**src/rtl/tbu_pkg.sv**
```systemverilog
`default_nettype none
// ============================================================================
// Module      : tbu_pkg
// Description : Shared types and trellis helpers for the Viterbi traceback
//               unit. The trellis state holds the last M inputs with the
//               newest input in the MSB.
// Contents    : tbu_state_e - traceback FSM states
//               pred_state  - predecessor state given a survivor decision
//               state_bit   - information bit carried by a state
// Revision    : 1.0 - initial release
// ============================================================================
package tbu_pkg;

    typedef enum logic [1:0] {
        IDLE   = 2'd0,
        MERGE  = 2'd1,
        DECODE = 2'd2,
        FLUSH  = 2'd3
    } tbu_state_e;

    // Predecessor of a state: drop the newest bit (MSB) and shift the
    // survivor decision in at the LSB, i.e. {state[m-2:0], decision}.
    // Carried in 32 bits so one function serves every state width.
    function automatic logic [31:0] pred_state(input logic [31:0] state,
                                               input logic        decision,
                                               input int          m);
        logic [31:0] mask;
        mask = (32'd1 << m) - 32'd1;
        return ((state << 1) | {31'd0, decision}) & mask;
    endfunction

    // Information bit represented by a state: its MSB, state[m-1].
    function automatic logic state_bit(input logic [31:0] state,
                                       input int          m);
        logic [31:0] shifted;
        shifted = state >> (m - 1);
        return shifted[0];
    endfunction

endpackage
`default_nettype wire

```
**src/rtl/tbu_lifo.sv**
```systemverilog
`default_nettype none
// ============================================================================
// Module      : tbu_lifo
// Description : 1-bit wide reversal store for decoded bits. Written at an
//               index during traceback, read at an index during flush.
// Ports       : clk    - clock
//               rst    - asynchronous active-low reset
//               clr    - synchronous clear of all entries
//               we     - write enable
//               waddr  - write index
//               wdata  - write bit
//               raddr  - read index (combinational read)
//               rdata  - read bit
// Revision    : 1.0 - initial release
// ============================================================================
module tbu_lifo #(
    parameter int DEPTH = 16,
    parameter int AW    = 5
) (
    input  logic          clk,
    input  logic          rst,
    input  logic          clr,
    input  logic          we,
    input  logic [AW-1:0] waddr,
    input  logic          wdata,
    input  logic [AW-1:0] raddr,
    output logic          rdata
);

    logic [DEPTH-1:0] mem_q;
    logic [DEPTH-1:0] mem_d;

    // Per-entry next value; the index comparison keeps the address width
    // independent of DEPTH (the counter is sized for the longer phase).
    generate
        for (genvar i = 0; i < DEPTH; i++) begin : g_entry
            assign mem_d[i] = clr ? 1'b0 :
                              ((we && (waddr == AW'(i))) ? wdata : mem_q[i]);
        end
    endgenerate

    always_comb begin
        rdata = 1'b0;
        for (int i = 0; i < DEPTH; i++) begin
            if (raddr == AW'(i)) begin
                rdata = mem_q[i];
            end
        end
    end

    always_ff @(posedge clk or negedge rst) begin
        if (!rst) begin
            mem_q <= '0;
        end else begin
            mem_q <= mem_d;
        end
    end

endmodule
`default_nettype wire

```
**src/rtl/tbu_param.sv**
```systemverilog
`default_nettype none
// ============================================================================
// Module      : tbu_param
// Description : Parametrised Viterbi traceback unit. Walks the survivor
//               decisions newest-first from a supplied start state, discards
//               TB_LEN merge steps, records DEC_LEN decoded bits and streams
//               them out oldest-first over a valid/ready handshake.
// Ports       : clk, rst (async, active-low), enable (sync clear when low)
//               start/start_state  - block start and traceback start state
//               dec_valid/dec_ready/dec_vec - survivor decision vectors in
//               out_valid/out_ready/out_bit/out_last - decoded bit stream
//               busy - high whenever not idle
// Revision    : 1.0 - initial release
// ============================================================================
module tbu_param
    import tbu_pkg::*;
#(
    parameter int K       = 4,
    parameter int TB_LEN  = 16,
    parameter int DEC_LEN = 16
) (
    input  logic             clk,
    input  logic             rst,
    input  logic             enable,
    input  logic             start,
    input  logic [K-2:0]     start_state,
    input  logic             dec_valid,
    output logic             dec_ready,
    input  logic [(1<<(K-1))-1:0] dec_vec,
    output logic             out_valid,
    input  logic             out_ready,
    output logic             out_bit,
    output logic             out_last,
    output logic             busy
);

    localparam int M    = K - 1;
    localparam int MAXL = (TB_LEN > DEC_LEN) ? TB_LEN : DEC_LEN;
    localparam int CW   = $clog2(MAXL + 1);

    localparam logic [CW-1:0] TB_LAST  = CW'(TB_LEN - 1);
    localparam logic [CW-1:0] DEC_LAST = CW'(DEC_LEN - 1);

    tbu_state_e    state_q, state_d;
    logic [M-1:0]  pstate_q, pstate_d;
    logic [CW-1:0] cnt_q, cnt_d;
    logic [CW-1:0] rd_ptr_q, rd_ptr_d;
    logic          out_valid_q, out_valid_d;
    logic          out_bit_q, out_bit_d;
    logic          out_last_q, out_last_d;
    logic          dec_ready_q, dec_ready_d;
    logic          busy_q, busy_d;

    logic          dec_accept;
    logic          decision;
    logic [M-1:0]  pstate_pred;
    logic          cur_bit;
    logic          lifo_we;
    logic [CW-1:0] lifo_raddr;
    logic          lifo_rdata;

    assign dec_accept  = dec_valid & dec_ready_q;
    assign decision    = dec_vec[pstate_q];
    assign pstate_pred = M'(pred_state(32'(pstate_q), decision, M));
    assign cur_bit     = state_bit(32'(pstate_q), M);
    assign lifo_we     = enable && (state_q == DECODE) && dec_accept;
    // Look one entry ahead so the next bit is ready to register on accept.
    assign lifo_raddr  = rd_ptr_q - CW'(1);

    tbu_lifo #(
        .DEPTH (DEC_LEN),
        .AW    (CW)
    ) u_lifo (
        .clk   (clk),
        .rst   (rst),
        .clr   (!enable),
        .we    (lifo_we),
        .waddr (cnt_q),
        .wdata (cur_bit),
        .raddr (lifo_raddr),
        .rdata (lifo_rdata)
    );

    always_comb begin
        state_d     = state_q;
        pstate_d    = pstate_q;
        cnt_d       = cnt_q;
        rd_ptr_d    = rd_ptr_q;
        out_valid_d = out_valid_q;
        out_bit_d   = out_bit_q;
        out_last_d  = out_last_q;

        if (!enable) begin
            state_d     = IDLE;
            pstate_d    = '0;
            cnt_d       = '0;
            rd_ptr_d    = '0;
            out_valid_d = 1'b0;
            out_bit_d   = 1'b0;
            out_last_d  = 1'b0;
        end else begin
            case (state_q)
                IDLE: begin
                    if (start) begin
                        pstate_d = start_state;
                        cnt_d    = '0;
                        state_d  = MERGE;
                    end
                end
                MERGE: begin
                    if (dec_accept) begin
                        pstate_d = pstate_pred;
                        if (cnt_q == TB_LAST) begin
                            cnt_d   = '0;
                            state_d = DECODE;
                        end else begin
                            cnt_d = cnt_q + CW'(1);
                        end
                    end
                end
                DECODE: begin
                    if (dec_accept) begin
                        pstate_d = pstate_pred;
                        if (cnt_q == DEC_LAST) begin
                            cnt_d       = '0;
                            state_d     = FLUSH;
                            rd_ptr_d    = DEC_LAST;
                            // The newest bit is being written this cycle, so
                            // present it directly instead of reading it back.
                            out_valid_d = 1'b1;
                            out_bit_d   = cur_bit;
                            out_last_d  = (DEC_LAST == '0);
                        end else begin
                            cnt_d = cnt_q + CW'(1);
                        end
                    end
                end
                FLUSH: begin
                    if (out_valid_q && out_ready) begin
                        if (rd_ptr_q == '0) begin
                            out_valid_d = 1'b0;
                            out_bit_d   = 1'b0;
                            out_last_d  = 1'b0;
                            state_d     = IDLE;
                        end else begin
                            rd_ptr_d   = rd_ptr_q - CW'(1);
                            out_bit_d  = lifo_rdata;
                            out_last_d = (rd_ptr_q == CW'(1));
                        end
                    end
                end
                default: begin
                    state_d = IDLE;
                end
            endcase
        end

        // Handshake/status flags follow the next state so they are
        // registered alongside it.
        dec_ready_d = (state_d == MERGE) || (state_d == DECODE);
        busy_d      = (state_d != IDLE);
    end

    always_ff @(posedge clk or negedge rst) begin
        if (!rst) begin
            state_q     <= IDLE;
            pstate_q    <= '0;
            cnt_q       <= '0;
            rd_ptr_q    <= '0;
            out_valid_q <= 1'b0;
            out_bit_q   <= 1'b0;
            out_last_q  <= 1'b0;
            dec_ready_q <= 1'b0;
            busy_q      <= 1'b0;
        end else begin
            state_q     <= state_d;
            pstate_q    <= pstate_d;
            cnt_q       <= cnt_d;
            rd_ptr_q    <= rd_ptr_d;
            out_valid_q <= out_valid_d;
            out_bit_q   <= out_bit_d;
            out_last_q  <= out_last_d;
            dec_ready_q <= dec_ready_d;
            busy_q      <= busy_d;
        end
    end

    assign dec_ready = dec_ready_q;
    assign out_valid = out_valid_q;
    assign out_bit   = out_bit_q;
    assign out_last  = out_last_q;
    assign busy      = busy_q;

endmodule
`default_nettype wire

```
**config.mk**
```make
export PLATFORM = sky130hd
export DESIGN_NAME = tbu_param
export DESIGN_NICKNAME = d
export VERILOG_FILES = /design/src/rtl/tbu_pkg.sv /design/src/rtl/tbu_lifo.sv /design/src/rtl/tbu_param.sv
export SDC_FILE = /design/constraint.sdc
export NUM_CORES = 1
export LEC_CHECK = 0
export CORE_MARGIN = 2
export CORE_UTILIZATION = 45
export DETAILED_ROUTE_END_ITERATION = 16
export PLACE_DENSITY_LB_ADDON = 0.05
export SYNTH_ARGS = -nofsm -noshare
export SYNTH_HDL_FRONTEND = slang
export SYNTH_SLANG_ARGS = --single-unit
```
**constraint.sdc**
```tcl
create_clock -name clk -period 2.17 [get_ports clk]
set_clock_uncertainty 0.15 [all_clocks]
set_input_delay 0.651 -clock clk [delete_from_list [all_inputs] [get_ports clk]]
set_output_delay 0.651 -clock clk [all_outputs]
set_load 0.02 [all_outputs]
```
==> flow_summary_export.csv, run 1 <==
group,metric,value,unit
run_status,status,"complete, no violations",
worst_setup_path,crit_fanout,8,
synth,synth_top_area_share,38.9,%
synth,synth_cell_type_count,51,
place,gp_congestion,0.763,
floorplan,initial_core_util,46.0,%
place,preCtsSetupSlack,-280,ps
floorplan,core_area,5040,µm²
cts,cts_max_path_buffers,2,
timing,max_freq,0.465,GHz
cts,cts_made_buffers,5,
timing,timing.hold.ws,148,ps
worst_setup_path,arrival,2170,ps
worst_setup_path,slowest_stage,"dfrtp_1",
worst_setup_path,path_cells,"buf_4 > ha_1 > or2b_2 > a311o_1 > a32oi_1 > o21ai_1",
global_routing,grt_pass1_wl,8890,µm
power_and_ir_drop,leakage,1.27,nW
timing,hold_viol_final,0,
global_routing,grt_overflow,0,
detailed_routing,first_pass_iters,4,
synth,syn_inst,248,
worst_setup_path,setup.worst_path.start,"rd_ptr_q[0]$_DFFE_PN0P_",
timing,fin_crit_sh,99.1,%
synth,synthTopCellsByArea,"dfrtp_1 (39%), ha_1 (8.1%), o21ai_0 (5.0%)",
finish,drive_gt1_share,22.4,%
global_routing,grt_pass1_vias,1900,
power_and_ir_drop,powerDensity,990,nW/µm²
place,place_area,2770,µm²
detailed_routing,num_vias,1937,
global_routing,grt_max_degree,37,
finish,fill_cells,470,
worst_setup_path,endpoint,"out_bit$_DFFE_PN0P_",
timing,final.min_clock_period,2150,ps
global_routing,track_usage,20.6,%
synth,synth_nets,280,
power_and_ir_drop,ir_worst_vdd,0.507,mV
finish,final_core_util,58.7,%
cts,cts_num_sinks,36,
finish,fin_nets,325,
floorplan,rows,26,
worst_setup_path,rr_endpoint,"out_bit$_DFFE_PN0P_",
timing,grt_setup_unrepaired,"true",
timing,slew_viol_final,0,
synth,ys.flop_type,"dfrtp_1",
worst_setup_path,crit_buf_inv,1,
worst_setup_path,cp_slowest_stage_delay,390,ps
timing,worst_slew_pin_slew,398,ps
synth,synth_seq_cells,36,
cts,postCtsSetupBuffers,0,
synth,synth-edff-count,0,
worst_setup_path,cp.depth,6,
detailed_routing,drt-total-wl,5180,µm
job,drv_cap,0,
worst_setup_path,required,2190,ps
worst_setup_path,crit_type,"flip-flop to flip-flop",
worst_setup_path,rrSetupSlack,20,ps
worst_setup_path,cp_top_family,"compound AO/OA/AOI/OAI gates",
floorplan,io_pins,22,
finish,area_growth,27.6,%
timing,setup_viol,0,
synth,ys_seq_area_share,38.9,%
worst_setup_path,r2r_cells,6,
worst_setup_path,reg2reg_from,"rd_ptr_q[0]$_DFFE_PN0P_",
detailed_routing,ant_nets,0,
finish,fin_area,2960,µm²
synth,synthesis.area,2320,µm²
floorplan,dieWidth,75.8,µm
place,port_buffers,21,
cts,cts_root_buffer,"clkbuf_8",
floorplan,die_y,75.8,µm
detailed_routing,first_iter_violations,109,
cts,cts_tree,"done",
detailed_routing,wl_per_cell,14.2,µm
floorplan,dieArea,5740,µm²
synth,synth.avg_cell_area,9.35,µm²
worst_setup_path,startpoint_type,"flip-flop",
synth,synth_top_cell_by_area,"dfrtp_1",
timing,max_slew_margin,73.2,%
cts,clk_pin_slew_worst_paths,80,ps
detailed_routing,viasPerCell,5.32,
place,hpwlAfterDp,3790,µm
timing,fin_ws,20.2,ps
cts,clock_latency,300,ps
synth,ys_warn_count,0,
global_routing,antenna_found_initial,0,
worst_hold_path,hold_path_class,"primary input to async pin",
finish,n_antenna_cell,0,
cts,cts_htree_levels,2,
detailed_routing,drc,0,
worst_setup_path,worstSetupEndpointType,"flip-flop",
synth,async_flop_share,100,%
[area by class of cell]
type | instances | area, µm² | area share, %
clock buffers | 7 | 96.3 | 3.26
repair buffers | 50 | 435 | 14.7
clock inverters | 1 | 30.0 | 1.01
flip-flops and latches | 36 | 901 | 30.4
multi-input cells | 186 | 1360 | 45.8
inverters | 14 | 52.6 | 1.78
well taps | 70 | 87.6 | 2.96
[what timing repair did]
action	in CTS	in global routing
gates resized for setup	0	16
setup endpoints to repair	0	12
hold buffers	0	0
[synthesized netlist by cell type (4+ instances only)]
cell      number
nor2_1        17
ha_1          15
mux2i_1       11
or3_1          9
inv_1         14
clkbuf_1       7
a21oi_1       16
nand2_1       18
and3_1         4
dfrtp_1       36
o21ai_0       23
nor3_1         8
nand3_1       14
[power by group]
group / internal [mW] / leakage (nW) / switching [mW]
Sequential: 0.762 / 0.495 / 0.127
Clock: 0.406 / 0.0645 / 0.262
Combinational: 0.680 / 0.709 / 0.693
Total: 1.85 / 1.27 / 1.08
[cell families after synthesis]
logic type / Yosys count / synth area share [%]
AOI/OAI and AO/OA: 61 / 17.1
xor gates and xnor gates: 3 / 1.46
adders and majority gates: 15 / 8.09
buffers and inverters: 26 / 5.50
DFF: 36 / 38.9
muxes: 16 / 8.15
and+or+nand+nor: 91 / 20.8
[worst reg2reg max path: cells and delay by family (launching register included)]
family          cells  cell delay, ps
buf+inv             1             130
compound gates      3             700
fa+ha+maj           1             310
simple gates        1             330
flops               1             390
[cells in the final DEF (no fill, tap or decap), types with 3 or more instances in the layout]
master and instances:
ha_1 13, nand2_1 17, nor3_2 4, clkbuf_8 7
nor3_1 5, buf_4 28, a21oi_1 16, o21ai_0 22
and3_1 3, clkdlybuf4s50_1 20, dfrtp_1 36, nor2_1 16
inv_1 13, nand4b_1 3, nand2b_1 3, mux2_2 3
mux2i_1 11, nand3b_1 3, or3_1 9, nand3_1 11
nand3_2 3
[worst min path at each step]
| stage | startpoint | end | slack, ps | cells after the start |
|---|---|---|---|---|
| 3_3_place_gp | out_last$_DFFE_PN0P_ | out_last$_DFFE_PN0P_ | 320 | 2 |
| 5_1_grt | rst | u_lifo.mem_q[5]$_DFFE_PN0P_ | 170 | 2 |
| 3_5_place_dp | out_last$_DFFE_PN0P_ | out_last$_DFFE_PN0P_ | 320 | 2 |
| 4_1_cts | rst | u_lifo.mem_q[13]$_DFFE_PN0P_ | 160 | 2 |
| 6_report | rst | u_lifo.mem_q[13]$_DFFE_PN0P_ | 150 | 2 |
| 2_1_floorplan | rst | busy$_DFF_PN0_ | 210 | 0 |
[sequential cells by signal, indices dropped and copies added (netlist names)]
signal and cells:
cnt_q 5, out_bit 1, busy 1, rd_ptr_q 5, out_last 1, out_valid 1, dec_ready 1, u_lifo.mem_q 16
state_q 2, pstate_q 3
[metal layers]
metal	share of wire, %	vias to the layer above	track usage, %
met5	0	-	0
met4	1.8	0	7.60
met3	2.6	7	4.63
met2	47	34	32.1
met1	48	916	28.1
li1	-	980	-
[through the flow]
step	power [mW]	setup TNS, ps	cells
after CTS	2.87	0	364
after detailed placement	2.20	-4350	356
after global placement	2.20	-3760	356
after global routing	3.14	-78.5	364
after floorplan	1.75	0	248
final	2.93	0	364
Power figures use the tool's default switching activity.
==> run 2, diff against run 1 <==
--- a/config.mk
+++ b/config.mk
@@ -7,6 +7,8 @@
 export LEC_CHECK = 0
 export CORE_MARGIN = 2
 export CORE_UTILIZATION = 45
+export CTS_BUF_LIST = sky130_fd_sc_hd__clkbuf_16
+export CTS_CLUSTER_DIAMETER = 60
 export DETAILED_ROUTE_END_ITERATION = 16
 export PLACE_DENSITY_LB_ADDON = 0.05
 export SYNTH_ARGS = -nofsm -noshare
==> run 2 against run 1 <==
Sequential share of layout area down 0.27 points. Largest cell class unchanged. Hold slack better by 22 ps. Clock-buffer cell count down 2. Clock power up 22%. Register-to-register slack better by 60 ps. Utilization up 0.52 points. Critical path depth up 1. Die area unchanged. Largest power group unchanged.
==> flow_summary_export.csv, run 2 (synthesized netlist as in run 1, its figures left out) <==
group,metric,value,unit
global_routing,grt_pass1_wl,8950,µm
cts,cts_num_sinks,36,
cts,cts_max_path_buffers,2,
global_routing,grt_overflow,0,
worst_setup_path,startpoint_type,"primary input",
detailed_routing,drt-total-wl,5150,µm
floorplan,die_y,75.8,µm
place,gp_congestion,0.763,
worst_hold_path,hold_path_class,"primary input to async pin",
finish,area_growth,28.8,%
worst_setup_path,crit_type,"primary input to flip-flop",
global_routing,grt_pass1_vias,1898,
cts,postCtsSetupBuffers,0,
timing,slew_viol_final,0,
job,drv_cap,0,
run_status,status,"complete, no violations",
finish,fill_cells,459,
timing,worst_slew_pin_slew,397,ps
place,hpwlAfterDp,3790,µm
power_and_ir_drop,ir_worst_vdd,0.471,mV
floorplan,dieArea,5740,µm²
detailed_routing,ant_nets,0,
finish,multiInputGateArea,1350,µm²
worst_setup_path,required,2180,ps
detailed_routing,wl_per_cell,14.2,µm
floorplan,rows,26,
timing,setup_viol,0,
cts,cts_tree,"done",
finish,mostFrequentLayoutCell,"dfrtp_1",
cts,cts_htree_levels,2,
finish,top_regs,"u_lifo.mem_q x16, cnt_q x5, rd_ptr_q x5",
place,port_buffers,21,
global_routing,grt_max_degree,37,
finish,seq_area,901,µm²
finish,largest_register,"u_lifo.mem_q",
global_routing,track_usage,20.8,%
timing,fin_tns_setup,0,ps
finish,drive_gt1_share,21.8,%
global_routing,antenna_found_initial,0,
cts,clk_pin_slew_worst_paths,60,ps
worst_setup_path,crit_fanout,4,
floorplan,dieWidth,75.8,µm
finish,layout_common_cells,"dfrtp_1 (36), buf_4 (28), o21ai_0 (22)",
power_and_ir_drop,leakage,1.28,nW
detailed_routing,num_vias,1951,
worst_setup_path,arrival,2120,ps
cts,clock_latency,280,ps
cts,cts_root_buffer,"clkbuf_16",
timing,grt_setup_unrepaired,"true",
finish,n_antenna_cell,0,
power_and_ir_drop,power.total,3.04,mW
timing,hold_viol_final,0,
power_and_ir_drop,powerDensity,1020,nW/µm²
finish,largest_register_ffs,16,
floorplan,io_pins,22,
detailed_routing,first_iter_violations,113,
cts,hold_buffers,0,
finish,final_core_util,59.2,%
floorplan,initial_core_util,46.0,%
timing,final.min_clock_period,2100,ps
detailed_routing,drc,0,
detailed_routing,viasPerCell,5.36,
worst_setup_path,worstSetupEndpointType,"flip-flop",
timing,max_slew_margin,73.3,%
finish,fin_nets,325,
floorplan,core_area,5040,µm²
timing,fin_crit_sh,96.9,%
timing,max_freq,0.476,GHz
cts,cts_made_buffers,5,
detailed_routing,first_pass_iters,4,
-- run 2: cell types whose count changed in the layout (fill, tap and decap cells not counted) --
cell	before	now
clkbuf_8	7	0
clkbuf_16	0	5
clkinv_1	0	2
and4_1	1	0
and4_2	0	1
inv_1	13	14
inv_2	1	0
xnor2_2	0	1
xnor2_4	1	0
-- run 2: repair_timing --
item | 4_1_cts | 5_1_grt
resized for setup | 1 | 14
hold endpoints to repair | 0 | 0
cloned | 0 | 0
pin swaps | 0 | 2
setup endpoints to repair | 1 | 16
-- run 2: critical path: stages --
cell and delay, ps:
clkdlybuf4s50_1 510, nand2_2 100, or2_2 320, nand2_1 70, nand3_1 100, o211ai_1 110, ha_1 250
-- run 2: area by class of cell --
type,instances,share of cell area [%]
clock buffers,5,4.19
well taps,70,2.93
inverters,14,1.76
repair buffers,50,14.6
clock inverters,3,1.26
multi-input cells,186,45.1
flip-flops and latches,36,30.2
-- run 2: routing by layer --
layer  wire length, µm  GRT usage [%]
met5                 0              0
met4                68           7.02
met3               157           4.63
met2              2450           32.4
met1              2470           28.6
-- run 2: path summary, 6_finish.rpt --
path,end,depth (start not counted),from,slack (ps)
min in group clk,out_last$_DFFE_PN0P_,2,out_last$_DFFE_PN0P_,330
max in group asynchronous,state_q[1]$_DFF_PN0_,2,rst,1510
hold reg to reg,out_last$_DFFE_PN0P_,2,out_last$_DFFE_PN0P_,330
setup / recovery,dec_ready$_DFF_PN0_,7,dec_valid,70
hold / removal,u_lifo.mem_q[13]$_DFFE_PN0P_,2,rst,170
setup reg to reg,out_bit$_DFFE_PN0P_,6,rd_ptr_q[0]$_DFFE_PN0P_,80
-- run 2: report_power, final --
group          internal, mW  switching (mW)  total, mW
registers             0.763           0.123      0.886
logic                 0.659           0.680       1.34
clock network         0.534           0.278      0.812
total                  1.96            1.08       3.04
-- run 2: metrics by stage --
stage	hold slack (ps)	instance area [µm²]	worst slack, ps	instances
3_5_place_dp	322	2770	-280	356
2_1_floorplan	205	2320	94.9	248
6_report	170	2990	67.6	364
5_1_grt	193	2990	-50.9	364
4_1_cts	183	2930	2.64	364
3_3_place_gp	319	2770	-276	356
